`config.mk`:
```
export PLATFORM = sky130hd
export DESIGN_NAME = cla_sub16_pipe
export DESIGN_NICKNAME = d
export VERILOG_FILES = /design/src/rtl/cla_sub16_pipe.sv
export SDC_FILE = /design/constraint.sdc
export NUM_CORES = 1
export LEC_CHECK = 0
export ABC_AREA = 0
export BUFFER_PORTS_ARGS = -buffer_cell sky130_fd_sc_hd__clkbuf_2
export CAP_MARGIN = 40
export CORE_UTILIZATION = 30
export CTS_CLUSTER_DIAMETER = 80
export DETAILED_ROUTE_END_ITERATION = 10
export HOLD_SLACK_MARGIN = 0.08
export PLACE_DENSITY = 0.53
export SYNTH_ARGS = -nofsm -noshare
export SYNTH_HDL_FRONTEND = slang
export SYNTH_SLANG_ARGS = --single-unit
```
`constraint.sdc`:
```
create_clock -name clk -period 1.9 [get_ports clk]
set_input_delay 0.095 -clock clk [delete_from_list [all_inputs] [get_ports clk]]
set_output_delay 0.095 -clock clk [all_outputs]
set_load 0.01 [all_outputs]
```
`src/rtl/cla_sub16_pipe.sv`:
```
// cla_sub16_pipe: two-stage pipelined 16-bit subtractor, Diff = A - B - bin.
// Computed as A + ~B + ~bin on a hierarchical carry-lookahead structure
// (bit P/G -> 4-bit block P/G -> block carries -> in-block lookahead).
// Valid/ready on both sides; in_ready depends combinationally on out_ready.
// Optional flags (Zero, Ovf, Neg) are enabled by defining CLA_SUB16_FLAGS_EN.

module cla_sub16_pipe (
    input  logic        clk,
    input  logic        rst_n,
    input  logic        in_valid,
    output logic        in_ready,
    input  logic [15:0] A,
    input  logic [15:0] B,
    input  logic        bin,
    output logic        out_valid,
    input  logic        out_ready,
    output logic [15:0] Diff,
    output logic        Bout
`ifdef CLA_SUB16_FLAGS_EN
    ,
    output logic        Zero,
    output logic        Ovf,
    output logic        Neg
`endif
);

    // ---------------- Flow control ----------------
    logic s1_valid_q;
    logic out_valid_q;
    logic s1_adv;
    logic s2_adv;

    // Stage advance conditions; in_ready is the only comb input-to-output path.
    always_comb begin
        s2_adv   = !out_valid_q || out_ready;
        s1_adv   = !s1_valid_q || s2_adv;
        in_ready = s1_adv;
    end

    // ---------------- Stage 1: bit and block P/G ----------------
    logic [15:0] bi;
    logic [15:0] p_d;
    logic [15:0] g_d;
    logic [3:0]  pk_d;
    logic [3:0]  gk_d;

    // Bit propagate/generate over A and the inverted subtrahend.
    always_comb begin
        bi  = ~B;
        p_d = A ^ bi;
        g_d = A & bi;
    end

    for (genvar k = 0; k < 4; k++) begin : g_blk_pg
        assign pk_d[k] = &p_d[4*k +: 4];
        assign gk_d[k] = g_d[4*k+3]
                       | (p_d[4*k+3] & g_d[4*k+2])
                       | (p_d[4*k+3] & p_d[4*k+2] & g_d[4*k+1])
                       | (p_d[4*k+3] & p_d[4*k+2] & p_d[4*k+1] & g_d[4*k]);
    end

    logic [15:0] p_q;
    logic [15:0] g_q;
    logic [3:0]  pk_q;
    logic [3:0]  gk_q;
    logic        c0_q;
`ifdef CLA_SUB16_FLAGS_EN
    logic        a15_q;
    logic        bi15_q;
`endif

    // Stage 1 register: captures an operand beat whenever the stage can advance.
    always_ff @(posedge clk) begin
        if (!rst_n) begin
            s1_valid_q <= 1'b0;
            p_q        <= '0;
            g_q        <= '0;
            pk_q       <= '0;
            gk_q       <= '0;
            c0_q       <= 1'b0;
`ifdef CLA_SUB16_FLAGS_EN
            a15_q      <= 1'b0;
            bi15_q     <= 1'b0;
`endif
        end else if (s1_adv) begin
            s1_valid_q <= in_valid;
            if (in_valid) begin
                p_q    <= p_d;
                g_q    <= g_d;
                pk_q   <= pk_d;
                gk_q   <= gk_d;
                c0_q   <= ~bin;
`ifdef CLA_SUB16_FLAGS_EN
                a15_q  <= A[15];
                bi15_q <= bi[15];
`endif
            end
        end
    end

    // ---------------- Stage 2: carries and sum ----------------
    logic [4:0]  blk_c;
    logic [15:0] carry;
    logic [15:0] diff_d;
    logic        bout_d;

    assign blk_c[0] = c0_q;

    for (genvar k = 0; k < 4; k++) begin : g_blk_sum
        // Block carry chain; blk_c[4] is the final carry-out.
        assign blk_c[k+1] = gk_q[k] | (pk_q[k] & blk_c[k]);

        // In-block lookahead from the block carry-in.
        assign carry[4*k]   = blk_c[k];
        assign carry[4*k+1] = g_q[4*k] | (p_q[4*k] & blk_c[k]);
        assign carry[4*k+2] = g_q[4*k+1]
                            | (p_q[4*k+1] & g_q[4*k])
                            | (p_q[4*k+1] & p_q[4*k] & blk_c[k]);
        assign carry[4*k+3] = g_q[4*k+2]
                            | (p_q[4*k+2] & g_q[4*k+1])
                            | (p_q[4*k+2] & p_q[4*k+1] & g_q[4*k])
                            | (p_q[4*k+2] & p_q[4*k+1] & p_q[4*k] & blk_c[k]);
    end

    // Sum and borrow-out; a borrow is the absence of a carry out.
    always_comb begin
        diff_d = p_q ^ carry;
        bout_d = ~blk_c[4];
    end

`ifdef CLA_SUB16_FLAGS_EN
    logic zero_d;
    logic ovf_d;
    logic neg_d;

    // Flags derived from the stage 2 sum and the stored operand sign bits.
    always_comb begin
        zero_d = ~|diff_d;
        neg_d  = diff_d[15];
        ovf_d  = (a15_q ^ ~bi15_q) & (a15_q ^ diff_d[15]);
    end
`endif

    logic [15:0] diff_q;
    logic        bout_q;
`ifdef CLA_SUB16_FLAGS_EN
    logic        zero_q;
    logic        ovf_q;
    logic        neg_q;
`endif

    // Output register: holds steady while the consumer stalls.
    always_ff @(posedge clk) begin
        if (!rst_n) begin
            out_valid_q <= 1'b0;
            diff_q      <= '0;
            bout_q      <= 1'b0;
`ifdef CLA_SUB16_FLAGS_EN
            zero_q      <= 1'b0;
            ovf_q       <= 1'b0;
            neg_q       <= 1'b0;
`endif
        end else if (s2_adv) begin
            out_valid_q <= s1_valid_q;
            if (s1_valid_q) begin
                diff_q <= diff_d;
                bout_q <= bout_d;
`ifdef CLA_SUB16_FLAGS_EN
                zero_q <= zero_d;
                ovf_q  <= ovf_d;
                neg_q  <= neg_d;
`endif
            end
        end
    end

    assign out_valid = out_valid_q;
    assign Diff      = diff_q;
    assign Bout      = bout_q;
`ifdef CLA_SUB16_FLAGS_EN
    assign Zero      = zero_q;
    assign Ovf       = ovf_q;
    assign Neg       = neg_q;
`endif

endmodule

```
# Word-level counts from Yosys, hierarchy flattened
# Index checks and enable logic that the tools add are counted.
[op_classes] div=0 bitwise_logic=106 add_sub_neg=0 order_cmp=0 mux=0 n_mul=0 shifts=0 eq_ne=0 reduce_logical=10
[ops] cell="1-bit AND" n=60
[ops] cell="1-bit bitwise OR" n=40
[ops] cell="16-bit bitwise XOR" n=2
[ops] cell="16-bit AND" n=1
[ops] cell="16-bit NOT" n=1
[ops] cell="4-bit AND reduction" n=4
[ops] cell="2-bit AND reduction" n=2
[ops] cell="1-bit logical NOT" n=2
[ops] cell="1-bit logical OR" n=2
[ops] cell="1-bit NOT" n=2
[word_totals] ramBits=0 n_memories=0 out_inout_bits=19 word_cells=125 input_bits=37 romBits=0 latch_bits=0 ff_bits=59

# Depth between registers and ports, before layout
# Gate-level depths: netlist (run 1).
[depth] ltp_word=9 ltp_mapped=7 ltp_nobuf=7

# Worst setup path after synthesis (run 1)
# No wires, ideal clock.
[synth_timing] path_type="register to register" startpoint="register out_valid_q, in the netlist out_valid" endpoint="register c0_q" path_buffers=2 period_less_slack_ps=1381 required_time_ps=1784 setup_time_ps=116 slack_ps=519 t_arrival_ps=1265 stages_incl_launch_ff=7 cell_sequence="dfxtp_1 nor2b_4 nand2_2 and2_1 buf_6 buf_6 o211a_1"
[synth_between] elab_chain_cells=4
[synth_rtl] element="from (decl)" line_no="29" text="logic out_valid_q;"
[synth_rtl] element="from (signal assigned)" line_no="164" text="out_valid_q <= s1_valid_q;"
[synth_rtl] element="1-bit logical NOT" line_no="35" text="s2_adv = !out_valid_q || out_ready;"
[synth_rtl] element="1-bit logical OR" line_no="35"
[synth_rtl] element="1-bit logical OR" line_no="36" text="s1_adv = !s1_valid_q || s2_adv;"
[synth_rtl] element="net in_ready" line_no="11" text="output logic in_ready,"
[synth_rtl] element="2-bit AND reduction (no source line)"
[synth_rtl] element="to (signal assigned)" line_no="92" text="c0_q <= ~bin;"
[synth_rtl] element="to (decl)" line_no="66" text="logic c0_q;"
# The timed path passes the listed nets, and every way through them passes these cells.
# A chain may end at the register's enable or synchronous reset.

# Worst setup path in the final report (run 1)
[layout_timing] startpoint="register pk_q[0]" endpoint="register diff_q[13], in the netlist Diff[13]"
[layout_between] elab_chain_cells=9
[layout_rtl] element="from (decl)" line_no="64" text="logic [3:0] pk_q;"
[layout_rtl] element="from (signal assigned)" line_no="90" text="pk_q <= pk_d;"
[layout_rtl] element="1-bit AND" line_no="111" text="assign blk_c[k+1] = gk_q[k] | (pk_q[k] & blk_c[k]);"
[layout_rtl] element="1-bit bitwise OR" line_no="111"
[layout_rtl] element="1-bit AND" line_no="111"
[layout_rtl] element="1-bit bitwise OR" line_no="111"
[layout_rtl] element="1-bit AND" line_no="111"
[layout_rtl] element="1-bit bitwise OR" line_no="111"
[layout_rtl] element="1-bit AND" line_no="115" text="assign carry[4*k+1] = g_q[4*k] | (p_q[4*k] & blk_c[k]);"
[layout_rtl] element="1-bit bitwise OR" line_no="115"
[layout_rtl] element="16-bit bitwise XOR" line_no="127" text="diff_d = p_q ^ carry;"
[layout_rtl] element="to (signal assigned)" line_no="166" text="diff_q <= diff_d;"
[layout_rtl] element="to (decl)" line_no="144" text="logic [15:0] diff_q;"
# No other way between the ends.

==> run_results.csv, run 1 <==
group,metric,value,unit
setup_path,critPathMaxFanout,4,
die,rows,35,
drt,vias_per_cell,4.71,
setup_path,worstPathArrival,1.71,ns
power_and_ir_drop,power_frac_clock,29.4,%
timing,skew,0.0101,ns
global_route,use_met2,21.2,%
global_route,grt-busiest-layer,"met2",
power_and_ir_drop,power_switching,0.000653,W
setup_path,path_buf_inv,0,
setup_path,crit_required,2.14,ns
logic_synthesis,syn_avg_cell_area,8.42,µm²
layout,final_cells,500,
setup_path,start_kind,"register",
run_status,status,"complete, no violations",
clock_tree,path_clk_slew,0.10,ns
timing,max_clock_freq,0.684,GHz
drt,wl_per_cell,12.9,µm
layout,antenna_cells,0,
global_route,grt_usage,14.3,%
timing,min_period,1.46,ns
place,dpl.cell_count,491,
drt,drc_errors,0,
timing,worst_pin_slew,0.702,ns
die,die_h,99.3,µm
setup_path,crit_path_end_kind,"register",
power_and_ir_drop,p_comb_share,15.9,%
logic_synthesis,yosysMostFrequentCell,"nand2_1",
flow_run,maxCapViolCount,0,
logic_synthesis,ys_top_cells_by_area,"dfxtp_1 (40%), nand2_1 (11%), ha_1 (8.8%), a21boi_0 (8.7%), o21ai_0 (2.5%)",
global_route,met3_usage,2.81,%
logic_synthesis,synth_cell_types,42,
worst_hold_path,worstHoldPathCells,3,
die,start_util,30.9,%
global_route,globalRouteOverflowTotal,0,
logic_synthesis,synth.top_cell.area_share,39.5,%
place,dp.final_hpwl,4930,µm
setup_path,path_cells,"a211oi_2 -> o21bai_2 -> ha_1 -> nor2_1 -> xnor2_1 -> nand2_1 -> a21boi_1",
logic_synthesis,yosysWarnings,0,
global_route,grt_pass1_vias,2262,
drt,drtAntennaViolNets,0,
clock_tree,cts_resized,0,
place,port-buffer-count,55,
worst_hold_path,min_path_type,"in -> reg",
power_and_ir_drop,p_seq_share,54.7,%
layout,nFillCells,984,
clock_tree,clk_path_buf_depth,2,
logic_synthesis,synth_nets,394,
die,coreArea,9200,µm²
clock_tree,post_cts_buffers,0,
setup_path,crit_slowest_cell,"dfxtp_1",
timing,finalHoldViolations,0,
logic_synthesis,ys_seq_area_share,39.5,%
clock_tree,htreeDepth,2,
die,die_x,99.3,µm
global_route,grt_pass1_wl,11400,µm
power_and_ir_drop,vdd_ir_drop_max,344,µV
drt,vias,2357,
setup_path,critPathKind,"reg -> reg",
layout,layout-drive-gt1-share,19.8,%
logic_synthesis,synthFlopType,"dfxtp_1",
drt,drt_iter0_drc,116,
setup_path,critical-path-max-stage-delay,0.35,ns
clock_tree,cts-root-buf,"clkbuf_8",
place,place.gp.congestion,0.761,
logic_synthesis,synth_common_cells,"nand2_1 (81), dfxtp_1 (56), a21boi_0 (33)",
power_and_ir_drop,p_sw_share,27.6,%
timing,setup_tns,0,ns
clock_tree,cts_tree,"built",
clock_tree,cts_buffers,5,
die,ioPinCount,56,
setup_path,r2r-start,"pk_q[0]",
global_route,antenna_found_initial,0,
power_and_ir_drop,powerDensity,712,nW/µm²
setup_path,cp.depth,7,
layout,area_growth,16.9,%
logic_synthesis,netlist_area,2840,µm²
setup_path,cp_top_family,"compound AO/OA/AOI/OAI gates",
logic_synthesis,async_flop_share,0,%
timing,min_period_over_period,76.9,%
timing,rsz0062_at_grt,"no",
logic_synthesis,yosys.area.top_type,"dfxtp_1",
clock_tree,clock_latency,0.31,ns
logic_synthesis,syn_inst,337,
global_route,grt_start_max_net_pins,39,
drt,drt_pass1_iterations,4,
global_route,grtUsageMet1,21.0,%
timing,maxSlewHeadroom,53.2,%
power_and_ir_drop,cell_internal_pwr,0.00171,W
worst_hold_path,hp-start,"bin",
logic_synthesis,synth-seq-cells,56,
drt,routed_wl,6470,µm
setup_path,crit_start,"pk_q[0]",
die,die-area,9850,µm²
setup_path,reg2reg_depth,7,
clock_tree,clkSinkCount,56,
logic_synthesis,synth_edf_count,0,
timing,drv_slew,0,
timing,finalSetupViolations,0,
layout,nets,445,
power_and_ir_drop,leakage,1.47,nW
metrics by stage:
step                area, µm²  utilization, %  hold slack, ns  setup WS [ns]  power [W]
finish                   3320            36.1           0.127          0.438    0.00236
global route             3320            36.1          0.0984          0.256    0.00250
CTS                      3320            36.1          0.0981          0.409    0.00239
detailed placement       3210            34.9           0.407          0.432    0.00169
global placement         3210            34.9           0.382          0.492    0.00169
floorplan                2840               -           0.234          0.519    0.00155
layout make-up:
type	instances	area (µm²)	area share, %
Clock buffer	6	82.6	2.49
Clock inverter	2	13.8	0.415
Inverter	16	60.1	1.81
Multi-Input combinational cell	247	1560	47.0
Sequential cell	56	1120	33.8
Tap cell	111	139	4.19
Timing Repair Buffer	62	343	10.3
flip-flops by register name (all words and copies together) (netlist names):
signal / flops
Diff: 16
p_q: 16
g_q: 12
gk_q: 4
pk_q: 4
Bout: 1
c0_q: 1
out_valid: 1
s1_valid_q: 1
power groups by stage:
stage / Clock, W / Combinational [W] / Sequential [W]
after floorplan: 0 / 0.000242 / 0.00131
after global placement: 0 / 0.000373 / 0.00132
after detailed placement: 0 / 0.000374 / 0.00132
after CTS: 0.000722 / 0.000379 / 0.00129
after global routing: 0.000770 / 0.000429 / 0.00130
final: 0.000694 / 0.000376 / 0.00129
cell families (layout without fill, tap and decap cells):
logic type,after synthesis,in the layout,share of synthesized area (%)
simple gates,129,129,21.3
compound gates,91,91,22.7
flops,56,56,39.5
buf+inv,34,86,5.56
fa+ha+maj,20,20,8.82
xor+xnor,7,7,2.16
path summary, 6_finish.rpt:
path | end | slack, ns
max | Diff[13] | 0.44
min | c0_q | 0.13
max reg2reg | Diff[13] | 0.44
min reg2reg | Diff[8] | 0.46
layer usage:
layer	routed length (µm)	part of all wire [%]	vias to the layer above
met2	2650	41	49
li1	-	-	1249
met5	0	0	-
met3	273	4.2	5
met1	3480	54	1054
met4	65	1.0	0
worst reg2reg max path: stages, from the launching register on:
cell	delay, ns
dfxtp_1	0.35
a211oi_2	0.28
o21bai_2	0.15
ha_1	0.19
nor2_1	0.11
xnor2_1	0.13
nand2_1	0.06
a21boi_1	0.12
what timing repair did:
| item | in CTS | in global routing |
|---|---|---|
| hold buffers | 1 | 0 |
| hold endpoints to repair | 1 | 0 |
| endpoints found under the setup margin | 0 | 0 |
layout by cell type (no fill, tap or decap), types with 5 or more instances in the layout:
master	count
inv_1	16
clkbuf_8	6
a21o_1	6
ha_1	20
nor2b_1	8
buf_4	5
a21oi_1	10
o21ai_0	14
dfxtp_1	56
a21boi_0	33
a21boi_1	7
clkbuf_2	55
nand3_1	5
nand2_1	81
nor2_1	12
Note: power is estimated with default switching activity, not from simulation.
==> inputs of run 2 (changes only) <==
- PLACE_DENSITY: 0.53 -> 0.54
- clock period: 1.9 -> 1.2 ns (I/O delays scaled with it)
==> run_results.csv, run 2 (same netlist as run 1, synthesis figures left out) <==
group,metric,value,unit
timing,max_clock_freq,0.673,GHz
setup_path,worstPathArrival,1.70,ns
run_status,status,"finished, violations left",
power_and_ir_drop,powerDensity,1010,nW/µm²
drt,drtAntennaViolNets,0,
timing,skew,0.00819,ns
clock_tree,cts-root-buf,"clkbuf_8",
setup_path,crit_required,1.42,ns
global_route,grt_pass1_wl,13100,µm
power_and_ir_drop,power_frac_clock,29.5,%
drt,drt_pass1_iterations,4,
layout,antenna_cells,0,
setup_path,critPathMaxFanout,4,
clock_tree,clock_latency,0.31,ns
drt,vias_per_cell,4.96,
drt,vias,2690,
drt,drt_iter0_drc,113,
worst_hold_path,min_path_type,"in -> reg",
timing,worst_pin_slew,0.336,ns
power_and_ir_drop,vdd_ir_drop_max,546,µV
global_route,grt_pass1_vias,2582,
timing,finalSetupViolations,48,
drt,routed_wl,8450,µm
layout,area_growth,49.5,%
drt,drc_errors,0,
global_route,grt_start_max_net_pins,26,
power_and_ir_drop,p_sw_share,28.7,%
timing,min_period_over_period,124,%
power_and_ir_drop,cell_internal_pwr,0.00307,W
die,die-area,9850,µm²
die,rows,35,
place,place.gp.congestion,0.761,
clock_tree,clk_path_buf_depth,2,
die,die_h,99.3,µm
timing,maxSlewHeadroom,77.4,%
place,dp.final_hpwl,5120,µm
layout,layout-drive-gt1-share,50.3,%
clock_tree,htreeDepth,2,
setup_path,ff2ff_setup_slack,-0.29,ns
clock_tree,cts_buffers,5,
drt,wl_per_cell,15.6,µm
power_and_ir_drop,total_power,0.00430,W
run_status,violations,"negative setup slack",
setup_path,start_kind,"register",
place,placed_area,3390,µm²
timing,min_period,1.49,ns
power_and_ir_drop,p_seq_share,48.1,%
timing,rsz0062_at_grt,"yes",
place,port-buffer-count,55,
power_and_ir_drop,leakage,1.89,nW
global_route,globalRouteOverflowTotal,0,
clock_tree,clkSinkCount,56,
clock_tree,path_clk_slew,0.11,ns
power_and_ir_drop,power_switching,0.00124,W
clock_tree,cts_tree,"built",
die,die_x,99.3,µm
layout,mostFrequentLayoutCells,"clkbuf_2 (54), dfxtp_1 (53), nand2_2 (42), nand2_1 (33), a21boi_1 (27)",
flow_run,maxCapViolCount,0,
layout,nets,487,
die,start_util,30.9,%
layout,final_area,4240,µm²
timing,worst_slack,-0.286,ns
power_and_ir_drop,p_comb_share,22.4,%
die,ioPinCount,56,
global_route,grt_usage,17.0,%
timing,finalHoldViolations,0,
timing,drv_slew,0,
global_route,antenna_found_initial,0,
setup_path,crit_path_end_kind,"register",
layout,layout_commonest_cell,"clkbuf_2",
die,coreArea,9200,µm²
setup_path,critPathKind,"reg -> reg",
[run 2: power groups by stage]
stage	combinational [W]	sequential, W	clock [W]
finish	0.000965	0.00207	0.00127
global route	0.00105	0.00209	0.00136
CTS	0.000914	0.00205	0.00129
detailed placement	0.000668	0.00208	0
global placement	0.000664	0.00208	0
floorplan	0.000399	0.00208	0
[run 2: worst max-delay path, stage by stage, from the launching register on]
cell      delay [ns]
dfxtp_2         0.36
a211oi_2        0.30
o21bai_2        0.13
buf_4           0.16
o31ai_4         0.17
xor2_1          0.19
o21ai_1         0.07
[run 2: routing by layer]
layer	global-route usage (%)	wire [µm]	vias up
met4	4.52	161	0
met2	27.8	3990	69
li1	-	-	1341
met1	23.1	3960	1268
met3	2.81	332	12
met5	0	0	-
[run 2: worst paths after layout]
| kind | start | to | cells past startpoint |
|---|---|---|---|
| hold / removal | A[11] | gk_q[2] | 4 |
| setup reg to reg | c0_q | Diff[15] | 6 |
| hold reg to reg | Diff[5] | Diff[5] | 2 |
| setup / recovery | c0_q | Diff[15] | 6 |
[run 2: timing repair]
item	in CTS	in global routing
pin swaps	65	52
gates cloned	12	0
setup buffers	11	10
setup endpoints to repair	53	55
resized for setup	92	78
hold buffers	1	0
hold endpoints to repair	1	0
[run 2: per-stage QoR]
step | std cells | TNS, ns | hold WS (ns) | setup slack (ns) | util (%)
after global routing | 542 | -7.10 | 0.171 | -0.365 | 46.1
after CTS | 542 | -3.73 | 0.146 | -0.256 | 44.5
after global placement | 511 | -2.10 | 0.362 | -0.173 | 36.9
final | 542 | -3.80 | 0.144 | -0.286 | 46.1
after floorplan | 337 | -0.934 | 0.199 | -0.114 | -
after detailed placement | 511 | -3.60 | 0.369 | -0.243 | 36.9
[run 2: final cells by class]
cell class,instances,area [µm²]
fillers,903,4950
multi-input cells,254,2060
flip-flops and latches,56,1130
repair buffers,97,744
well taps,111,139
clock buffers,5,68.8
inverters,16,60.1
clock inverters,3,42.5
==> inputs of run 3 (changes only) <==
- ABC_AREA: 0 -> 1
- PLACE_DENSITY: 0.54 -> 0.55
==> run_results.csv, run 3 <==
group,metric,value,unit
timing,min_period_over_period,107,%
run_status,status,"finished, violations left",
place,dp.final_hpwl,4520,µm
run_status,violations,"negative setup slack",
power_and_ir_drop,powerDensity,1090,nW/µm²
die,coreArea,8720,µm²
logic_synthesis,synth_common_cells,"nor2_1 (65), dfxtp_1 (56), inv_1 (43)",
logic_synthesis,synthFlopType,"dfxtp_1",
layout,register_area,1130,µm²
global_route,antenna_found_initial,0,
worst_hold_path,worstHoldPathCells,4,
power_and_ir_drop,p_sw_share,28.9,%
clock_tree,cts_buffers,5,
setup_path,timing.rr.end,"Diff[13]",
clock_tree,htreeDepth,2,
global_route,grt-busiest-layer,"met2",
setup_path,critPathKind,"reg -> reg",
die,die_x,97.1,µm
layout,mostFrequentLayoutCells,"nor2_1 (57), clkbuf_2 (54), dfxtp_1 (50), inv_1 (42), nand2_1 (35)",
clock_tree,cts_tree,"built",
logic_synthesis,synth_cell_types,28,
drt,vias,2519,
power_and_ir_drop,leakage,1.81,nW
global_route,grtUsageMet1,16.9,%
global_route,globalRouteOverflowTotal,0,
drt,drc_errors,0,
layout,multi_input_area,1550,µm²
logic_synthesis,yosys.area.top_type,"dfxtp_1",
layout,layout_commonest_cell,"nor2_1",
place,place.gp.congestion,0.759,
power_and_ir_drop,p_comb_share,22.4,%
logic_synthesis,ys_seq_area_share,41.3,%
logic_synthesis,netlist_area,2710,µm²
clock_tree,cts-root-buf,"clkbuf_8",
drt,routed_wl,6720,µm
timing,max_clock_freq,0.781,GHz
die,start_util,31.1,%
power_and_ir_drop,total_power,0.00407,W
timing,finalSetupViolations,6,
worst_hold_path,min_path_type,"in -> reg",
power_and_ir_drop,vdd_ir_drop_max,497,µV
layout,fin_util,42.6,%
worst_hold_path,hp-start,"out_ready",
timing,rsz0062_at_grt,"yes",
logic_synthesis,synth_nets,415,
global_route,grt_start_max_net_pins,37,
global_route,grt_pass1_vias,2429,
timing,min_period,1.28,ns
drt,drtAntennaViolNets,0,
global_route,met3_usage,3.09,%
die,die-area,9420,µm²
timing,maxSlewHeadroom,74.5,%
die,rows,34,
timing,skew,0.00386,ns
setup_path,crit_required,1.40,ns
die,die_h,97.1,µm
timing,finalHoldViolations,0,
timing,worst_pin_slew,0.382,ns
power_and_ir_drop,cell_internal_pwr,0.00289,W
setup_path,critPathMaxFanout,3,
logic_synthesis,synth_edf_count,0,
setup_path,reg2reg_depth,10,
setup_path,ff2ff_setup_slack,-0.08,ns
logic_synthesis,async_flop_share,0,%
drt,vias_per_cell,4.60,
logic_synthesis,yosysWarnings,0,
power_and_ir_drop,p_seq_share,51.6,%
layout,layout-drive-gt1-share,32.7,%
clock_tree,path_clk_slew,0.09,ns
layout,nets,496,
power_and_ir_drop,power_switching,0.00117,W
logic_synthesis,syn_avg_cell_area,7.57,µm²
logic_synthesis,synth-seq-cells,56,
global_route,use_met2,25.1,%
timing,drv_slew,0,
timing,worst_slack,-0.0801,ns
clock_tree,clock_latency,0.30,ns
setup_path,start_kind,"register",
global_route,grt_pass1_wl,10900,µm
global_route,grt_usage,14.2,%
layout,area_growth,37.1,%
clock_tree,clk_path_buf_depth,2,
logic_synthesis,ys_top_cells_by_area,"dfxtp_1 (41%), ha_1 (9.2%), nor2_1 (9.0%), o21ai_0 (6.8%), inv_1 (6.0%)",
flow_run,maxCapViolCount,0,
drt,drt_pass1_iterations,4,
clock_tree,clkSinkCount,56,
setup_path,worstPathArrival,1.48,ns
place,port-buffer-count,55,
drt,wl_per_cell,12.3,µm
worst_hold_path,min_to,"out_valid",
layout,nFillCells,873,
logic_synthesis,syn_inst,358,
setup_path,crit_path_end_kind,"register",
power_and_ir_drop,power_frac_clock,26.0,%
die,ioPinCount,56,
layout,antenna_cells,0,
logic_synthesis,synth.top_cell.area_share,41.3,%
setup_path,r2r-start,"c0_q",
logic_synthesis,yosysMostFrequentCell,"nor2_1",
drt,drt_iter0_drc,96,
## run 3: cell types whose count changed after synthesis, moves of 7 or more
| cell | previous run | this run |
|---|---|---|
| a21boi_1 | 7 | 0 |
| nor2b_1 | 8 | 0 |
| nand2_1 | 81 | 37 |
| o21ai_0 | 14 | 37 |
| inv_1 | 16 | 43 |
| nor2_1 | 12 | 65 |
| a21oi_1 | 10 | 32 |
| a21boi_0 | 33 | 0 |
## run 3: worst max-delay path by stage
stage	start	end	depth (start not counted)
4_1_cts	c0_q	Diff[13]	10
2_1_floorplan	c0_q	Diff[13]	10
3_3_place_gp	c0_q	Diff[13]	10
6_report	c0_q	Diff[13]	10
5_1_grt	c0_q	Diff[13]	10
3_5_place_dp	c0_q	Diff[13]	10
## run 3: what timing repair did
item | 4_1_cts | 5_1_grt
setup endpoints to repair | 13 | 29
hold buffers | 1 | 0
cloned | 1 | 2
buffers inserted | 6 | 2
pin swaps | 6 | 14
gates resized for setup | 11 | 55
hold endpoints to repair | 1 | 0
## run 3: power groups by stage
stage,clock [W],sequential (W),combinational (W)
2_1_floorplan,0,0.00213,0.000453
3_3_place_gp,0,0.00213,0.000756
3_5_place_dp,0,0.00213,0.000759
4_1_cts,0.00108,0.00209,0.000803
5_1_grt,0.00118,0.00212,0.00102
6_report,0.00106,0.00210,0.000911
## run 3: layer usage
layer / up-vias / wire, µm
met5: - / 0
met2: 50 / 3310
li1: 1326 / -
met3: 5 / 268
met4: 0 / 86
met1: 1138 / 3050
## run 3: logic make-up (layout without fill, tap and decap cells)
kind of cell	after synthesis	count (layout)	synth area share, %
AO/OA/AOI/OAI	84	84	16.8
flip-flops	56	56	41.3
XOR/XNOR	6	6	1.94
AND/OR/NAND/NOR	132	133	21.4
buffers and inverters	60	141	9.28
adder cells (fa/ha/maj)	20	20	9.23
## run 3: critical path, stage by stage, from the launching register on
cell	delay, ns
dfxtp_2	0.33
nand2_2	0.06
nand2_2	0.06
nand2_2	0.07
nand2_4	0.06
nand2_4	0.06
nand2_4	0.06
ha_4	0.16
nor2_4	0.07
xor2_1	0.16
a21oi_1	0.08
## run 3: metrics by stage
stage	std cells	setup TNS (ns)	hold slack (ns)	worst slack (ns)	instance area (µm²)
finish	548	-0.165	0.0992	-0.0801	3720
global route	548	-1.26	0.132	-0.159	3720
CTS	545	-0.161	0.0946	-0.0642	3460
detailed placement	529	-0.468	0.252	-0.102	3270
global placement	529	-0.190	0.253	-0.0653	3270
floorplan	358	-0.0689	0.142	-0.0689	2730
## run 3: final cells by class
cell class                      count  share of cell area [%]
Multi-Input combinational cell    243                    41.6
Sequential cell                    56                    30.4
Timing Repair Buffer               88                    17.1
Inverter                           45                    4.88
Tap cell                          108                    3.64
Clock buffer                        8                    2.42
